===== config.mk =====
export PLATFORM = sky130hd
export DESIGN_NAME = divider_seq
export DESIGN_NICKNAME = d
export VERILOG_FILES = /design/src/rtl/divider_seq.sv
export SDC_FILE = /design/constraint.sdc
export NUM_CORES = 1
export LEC_CHECK = 0
export CORE_MARGIN = 5
export CORE_UTILIZATION = 53
export DETAILED_ROUTE_END_ITERATION = 8
export MAX_ROUTING_LAYER = met4
export PLACE_DENSITY_LB_ADDON = 0.12
export RECOVER_POWER = 25
export SYNTH_ARGS = -nofsm -noshare
export SYNTH_HDL_FRONTEND = slang
export SYNTH_SLANG_ARGS = --single-unit

===== constraint.sdc =====
create_clock -name clk -period 4.2 [get_ports clk]
set_clock_uncertainty 0.05 [all_clocks]
set_input_delay 0.84 -clock clk [delete_from_list [all_inputs] [get_ports clk]]
set_output_delay 0.84 -clock clk [all_outputs]
set_load 0.01 [all_outputs]

===== src/rtl/divider_seq.sv =====
// Sequential restoring divider: 2*WIDTH-bit dividend by WIDTH-bit divisor,
// one quotient bit per cycle, with divide-by-zero and quotient-overflow detection.
module divider_seq #(
   parameter int unsigned WIDTH = 32
) (
   input  logic                 clk,
   input  logic                 rst_n,
   input  logic                 start,
   input  logic [2*WIDTH-1:0]   opN,
   input  logic [WIDTH-1:0]     opD,
   output logic                 busy,
   output logic                 done,
   output logic [WIDTH-1:0]     quo_reg,
   output logic [WIDTH-1:0]     rem_reg,
   output logic                 dz,
   output logic                 ovf
);

   localparam logic [1:0] IDLE = 2'd0;
   localparam logic [1:0] RUN  = 2'd1;
   localparam logic [1:0] DONE = 2'd2;

   localparam int unsigned CntW = (WIDTH > 1) ? $clog2(WIDTH) : 1;

   logic [1:0]        state_q, state_d;
   logic [CntW-1:0]   cnt_q, cnt_d;
   logic [WIDTH-1:0]  div_q, div_d;
   logic [WIDTH-1:0]  lo_q, lo_d;
   logic [WIDTH-1:0]  quo_q, quo_d;
   logic [WIDTH-1:0]  rem_q, rem_d;
   logic              dz_q, dz_d;
   logic              ovf_q, ovf_d;
   logic [WIDTH:0]    shifted;
   logic              exc;

   always_comb begin
      state_d = state_q;
      cnt_d   = cnt_q;
      div_d   = div_q;
      lo_d    = lo_q;
      quo_d   = quo_q;
      rem_d   = rem_q;
      dz_d    = dz_q;
      ovf_d   = ovf_q;
      exc     = 1'b0;
      // Extra MSB keeps the carry-out of the shift so the compare stays exact
      shifted = {rem_q, lo_q[WIDTH-1]};

      case (state_q)
         IDLE: begin
            if (start) begin
               div_d = opD;
               lo_d  = opN[WIDTH-1:0];
               dz_d  = 1'b0;
               ovf_d = 1'b0;
               if (opD == '0) begin
                  dz_d = 1'b1;
                  exc  = 1'b1;
               end else if (opN[2*WIDTH-1:WIDTH] >= opD) begin
                  ovf_d = 1'b1;
                  exc   = 1'b1;
               end
               if (exc) begin
                  quo_d   = '1;
                  rem_d   = opN[WIDTH-1:0];
                  state_d = DONE;
               end else begin
                  quo_d   = '0;
                  rem_d   = opN[2*WIDTH-1:WIDTH];
                  cnt_d   = CntW'(WIDTH - 1);
                  state_d = RUN;
               end
            end
         end
         RUN: begin
            lo_d  = lo_q << 1;
            quo_d = quo_q << 1;
            if (shifted >= {1'b0, div_q}) begin
               // Difference is below the divisor, so it always fits in WIDTH bits
               rem_d    = shifted[WIDTH-1:0] - div_q;
               quo_d[0] = 1'b1;
            end else begin
               rem_d = shifted[WIDTH-1:0];
            end
            cnt_d = cnt_q - CntW'(1);
            if (cnt_q == '0) begin
               state_d = DONE;
            end
         end
         DONE: begin
            state_d = IDLE;
         end
         default: begin
            state_d = IDLE;
         end
      endcase
   end

   always_ff @(posedge clk or negedge rst_n) begin
      if (!rst_n) begin
         state_q <= IDLE;
         cnt_q   <= '0;
         div_q   <= '0;
         lo_q    <= '0;
         quo_q   <= '0;
         rem_q   <= '0;
         dz_q    <= 1'b0;
         ovf_q   <= 1'b0;
      end else begin
         state_q <= state_d;
         cnt_q   <= cnt_d;
         div_q   <= div_d;
         lo_q    <= lo_d;
         quo_q   <= quo_d;
         rem_q   <= rem_d;
         dz_q    <= dz_d;
         ovf_q   <= ovf_d;
      end
   end

   assign busy    = (state_q != IDLE);
   assign done    = (state_q == DONE);
   assign quo_reg = quo_q;
   assign rem_reg = rem_q;
   assign dz      = dz_q;
   assign ovf     = ovf_q;

endmodule


* After elaboration in Yosys (flattened, before gate mapping)
Cells that the tools add are included.
** Word-level totals
- Bits in registers :: 137
- Input bits :: 99
- Output and inout port bits :: 68
- Word-level logic and storage cells :: 49
** Cells by class
- $add $sub $neg :: 2
- Magnitude comparators :: 2
- Equality and inequality tests :: 5
- Multiplexer cells :: 23
- Reductions and logical operators :: 9
** Operators with widths (number)
- $mux W32 :: 6
- $pmux W32 S2 :: 3
- $ge A33 B32 Y1 :: 1
- $ge A32 B32 Y1 :: 1
- $logic_not A32 Y1 :: 1
- $sub A32 B32 Y32 :: 1
- $mux W5 :: 2
- $pmux W5 S2 :: 1
- $mux W1 :: 7
- $mux W2 :: 3
- $ne A2 B2 Y1 const B :: 3
- $reduce_and A2 Y1 :: 3
- $logic_not A5 Y1 :: 1
- $sub A5 B1 Y5 const B :: 1
- $pmux W2 S2 :: 1
- $reduce_bool A2 Y1 :: 2
- $reduce_and A3 Y1 :: 1
- $eq A2 B1 Y1 const B :: 1
- $eq A2 B2 Y1 const B :: 1
- $logic_not A2 Y1 :: 1

* Depth between registers and ports, before layout
Gate-level depths: netlist of the first run.
- Depth after elaboration :: 8
- Gate-level depth with buffers :: 14
- Gate-level depth less buffers :: 12

* Worst setup path before layout of the first run
OpenSTA, ideal clock, no wires.
- Kind :: in2reg
- From :: input opD[21]
- To :: register rem_q[23], in the netlist rem_reg[23]
- Setup time :: 0.145 ns
- Data arrival time :: 2.891 ns
- Data required time :: 4.005 ns
- Setup slack :: 1.115 ns
- Cell stages on the path :: 13
- Path buffers :: 3
- Cell sequence :: inv_1 ha_1 a21o_1 nand3_1 a21oi_1 nor3_1 a21oi_1 a21oi_1 buf_2 buf_4 buf_2 mux2i_1 o221ai_1
** On the way
- Longest elaborated chain between the ends :: 8
- Elaborated cells between the ends (all ways) :: 9
- Those cells by class :: order compare (1); mux (7); reduce/logical (1)
** RTL lines
- start, declared :: RTL line 10 : input logic [WIDTH-1:0] opD,
- $ge A32 B32 Y1 :: RTL line 59 : end else if (opN[2*WIDTH-1:WIDTH] >= opD) begin
- $mux W1 :: RTL line 59
- $mux W1 * :: RTL line 56 : if (opD == '0) begin
- $mux W1 * :: RTL line 51 : if (start) begin
- $mux W1 * :: RTL line 49 : case (state_q)
- $mux W32 * :: RTL line 63 : if (exc) begin
- $mux W32 * :: RTL line 51
- $pmux W32 S2 * :: RTL line 49
- end signal, assigned :: RTL line 115 : rem_q <= rem_d;
- end, declared :: RTL line 30 : logic [WIDTH-1:0] rem_q, rem_d;
Every way passes the cells marked *; elsewhere a longest branch is shown, timed or not. The select of a mux whose other input is x is not followed.
A chain may end at the register's enable or synchronous reset.

* Final worst setup path of the first run
- From :: input opD[31]
- To :: register rem_q[29], in the netlist rem_reg[29]
The elaborated chain is that of the path after synthesis.

==> impl_metrics.tcl, run 1 <==
set metrics [dict create \
    synth-simple-area-share_pct 14.6 \
    fmax_ghz 0.275 \
    path_clk_slew_ps 70 \
    p_sw_w 0.00487 \
    critPathMaxStageDelay_ps 540 \
    power_density_nw_per_um2 954 \
    grt_pass1_wl_mm 42.4 \
    io_pins 167 \
    worst_slew_pin_slew_ps 2390 \
    yosysWarnings 0 \
    die_x_um 139 \
    core.rowCount 47 \
    seq_area_frac_synth_pct 38.7 \
    synthXorXnorAreaFrac_pct 2.77 \
    htreeDepth 4 \
    synth_edf_count 0 \
    hold_class "reg2reg" \
    fin_cells 1359 \
    die_area_um2 19400 \
    postCtsSetupBuffers 0 \
    firstDrtPassIters 5 \
    synth_most_common_cell "nand2_1" \
    grtUsageMet3_pct 6.00 \
    use_met2_pct 42.1 \
    crit_top_cell "a21oi_1" \
    use_met1_pct 38.5 \
    ys_types 67 \
    drt-total-wl_mm 26.7 \
    combPwrFrac_pct 62.6 \
    setup_viol 0 \
    cp-start-kind "primary input" \
    worstPathRequired_ps 4450 \
    antenna_found_initial 0 \
    cts_root_buf "clkbuf_16" \
    synth-seq-cells 137 \
    critical_path_class "in2reg" \
    dp_cells 1327 \
    drc_errors 0 \
    period_needed_ps 3640 \
    synth-main-ff-cell "dfrtp_1" \
    rsz0062_at_grt "false" \
    power_frac_clock_pct 13.6 \
    cts_resized 0 \
    slowest_stage "clkdlybuf4s50_1" \
    vias_per_cell 5.90 \
    critPathMaxFanout 32 \
    status "finished, violations left" \
    synth_top_area_cell "dfrtp_1" \
    async_reset_ff_share_pct 100 \
    cts_tree "built" \
    synth_top_family_by_area "compound AO/OA/AOI/OAI gates" \
    netlist_instances 977 \
    drv_cap 1 \
    hold_viol 0 \
    drtIter0Drc 659 \
    regToRegSetupSlack_ps 670 \
    dp_hpwl_mm 19.8 \
    synth_top_area_share_pct 38.7 \
    switching_share_pct 45.2 \
    synthesis.nets 1143 \
    wire_per_inst_um 19.6 \
    synth_area_um2 8850 \
    drive_gt1_share_pct 8.17 \
    synthAdderAreaFrac_pct 9.55 \
    period_share_pct 86.6 \
    die_h_um 139 \
    path_cells "clkdlybuf4s50_1, inv_1, ha_1, a21oi_1, o21ai_0, nor3_1, a21oi_1, a21oi_4, buf_12, mux2_2, a22oi_1, o221ai_1" \
    worstSkewPairLatency_ps 430 \
    top_usage_layer "met2" \
    synth_area_per_cell_um2 9.06 \
    start_util_pct 53.8 \
    area_growth_pct 27.6 \
    ant_nets 0 \
    gr-total-overflow 0 \
    endpoint_kind "flop" \
    p_total_w 0.0108 \
    grt_pass1_vias 7754 \
    drv_slew 96 \
    arrival_ps 3880 \
    slew_headroom_pct -59.2 \
    hold_buffers 0 \
    numCtsBuffers 17 \
    port_buffers 166 \
    synth_compound_area_share_pct 21.5 \
    cts_buffer_depth 2 \
    violations "capacitance limit, slew limit" \
    p_leak_nw 5.12 \
    core_um2 16500 \
    synthTopCellsByArea "dfrtp_1 (39%), ha_1 (9.3%), nand2_1 (6.7%)" \
    gp_congestion 0.948 \
    seqPwrFrac_pct 23.8 \
    fin_setup_tns_ps 0 \
    num_vias 8016 \
    cts_sinks 137 \
    grt_max_degree 96 \
    p_int_w 0.00590 \
    fin_area_um2 11300 \
    synthTopCellsByCount "nand2_1 (158), dfrtp_1 (137), inv_1 (74)" \
    peakVddDrop_mv 0.588 \
    nNetsFinal 1292 \
    synthMuxAreaShare_pct 6.84 \
    fill_cells 1347 \
    grtUsageTotal_pct 28.0 \
    place_area_um2 10700 \
    antenna_cells 0 \
]
-- stage by stage --
stage	setup slack (ps)	hold slack (ps)	utilization, %
after floorplan	1110	389	-
after global placement	254	403	65.2
after detailed placement	149	408	65.2
after CTS	588	423	68.6
after global routing	457	437	68.6
final	564	420	68.6
-- cells by family (layout without fill, tap and decap cells) --
kind of cell               after synthesis  in the layout
AOI/OAI and AO/OA                      270            270
xor gates and xnor gates                28             28
adders and majority gates               67             67
buffers and inverters                  126            288
DFF                                    137            137
muxes                                   58             58
and+or+nand+nor                        291            291
-- power groups by stage --
stage	Clock, W	Sequential [W]	Combinational (W)
detailed placement	0	0.00257	0.00665
finish	0.00146	0.00256	0.00674
CTS	0.00147	0.00256	0.00672
floorplan	0	0.00254	0.00472
global placement	0	0.00256	0.00654
global route	0.00154	0.00265	0.00742
-- cell usage in the layout (no fill, tap or decap), types with 3 or more instances in the layout --
master           instances
o221ai_1                25
a21o_1                  10
nand4_1                 11
nor2_1                  57
o211ai_1                 6
xnor2_1                 16
clkbuf_16               17
mux2i_1                 44
clkdlybuf4s50_1        165
nand2_1                157
ha_1                    66
mux2_2                  12
xor2_1                  12
nand3_1                 10
and2b_1                  3
or2_2                    4
nand2b_1                 6
a221o_1                 32
a31oi_1                 34
nor3_1                   7
nor4_1                  11
o21bai_1                 6
or3_1                    3
o22ai_1                  5
o21ai_0                 50
inv_1                   74
a22oi_1                  4
o31ai_1                  5
inv_8                    6
dfrtp_1                137
o21a_1                   3
a211oi_1                 5
clkinvlp_4               3
a21oi_1                 61
buf_4                   14
-- final cells by class --
type | count | area, µm² | area share (%)
multi-input combinational | 714 | 4940 | 43.7
inverter | 74 | 278 | 2.46
clock buffer | 18 | 439 | 3.89
clock inverter | 14 | 130 | 1.15
timing repair buffer | 182 | 1800 | 16.0
sequential | 137 | 3430 | 30.4
tap | 220 | 275 | 2.44
-- worst paths after layout --
path                                      startpoint                       to  cells after the start
worst min-delay path             lo_q[0]$_DFFE_PN0P_      lo_q[0]$_DFFE_PN0P_                      2
worst max register to register  lo_q[31]$_DFFE_PN0P_  rem_reg[30]$_DFFE_PN0P_                     12
worst max-delay path                         opD[31]  rem_reg[29]$_DFFE_PN0P_                     12
min in group asynchronous                      rst_n    div_q[28]$_DFFE_PN0P_                      1
worst min register to register   lo_q[0]$_DFFE_PN0P_      lo_q[0]$_DFFE_PN0P_                      2
max in group asynchronous                      rst_n     lo_q[28]$_DFFE_PN0P_                      1
-- metal layers --
layer,share of wire [%],up-vias
met2,47,276
met5,0,-
met4,2.6,0
met3,6.6,47
met1,44,3873
li1,-,3820
-- worst max-delay path, delay by kind of cell --
family | cells | cell delay (ps)
buffers and inverters | 3 | 840
adder cells (fa/ha/maj) | 1 | 310
AO/OA/AOI/OAI | 6 | 1050
multiplexers | 1 | 370
AND/OR/NAND/NOR | 1 | 430
Note: power is estimated with default switching activity, not from simulation.
==> run 2, diff against run 1 <==
SLEW_MARGIN = 15   (was unset)
==> results of run 2 <==
Same layout as run 1: the final DEF is identical, and so are final timing and power.
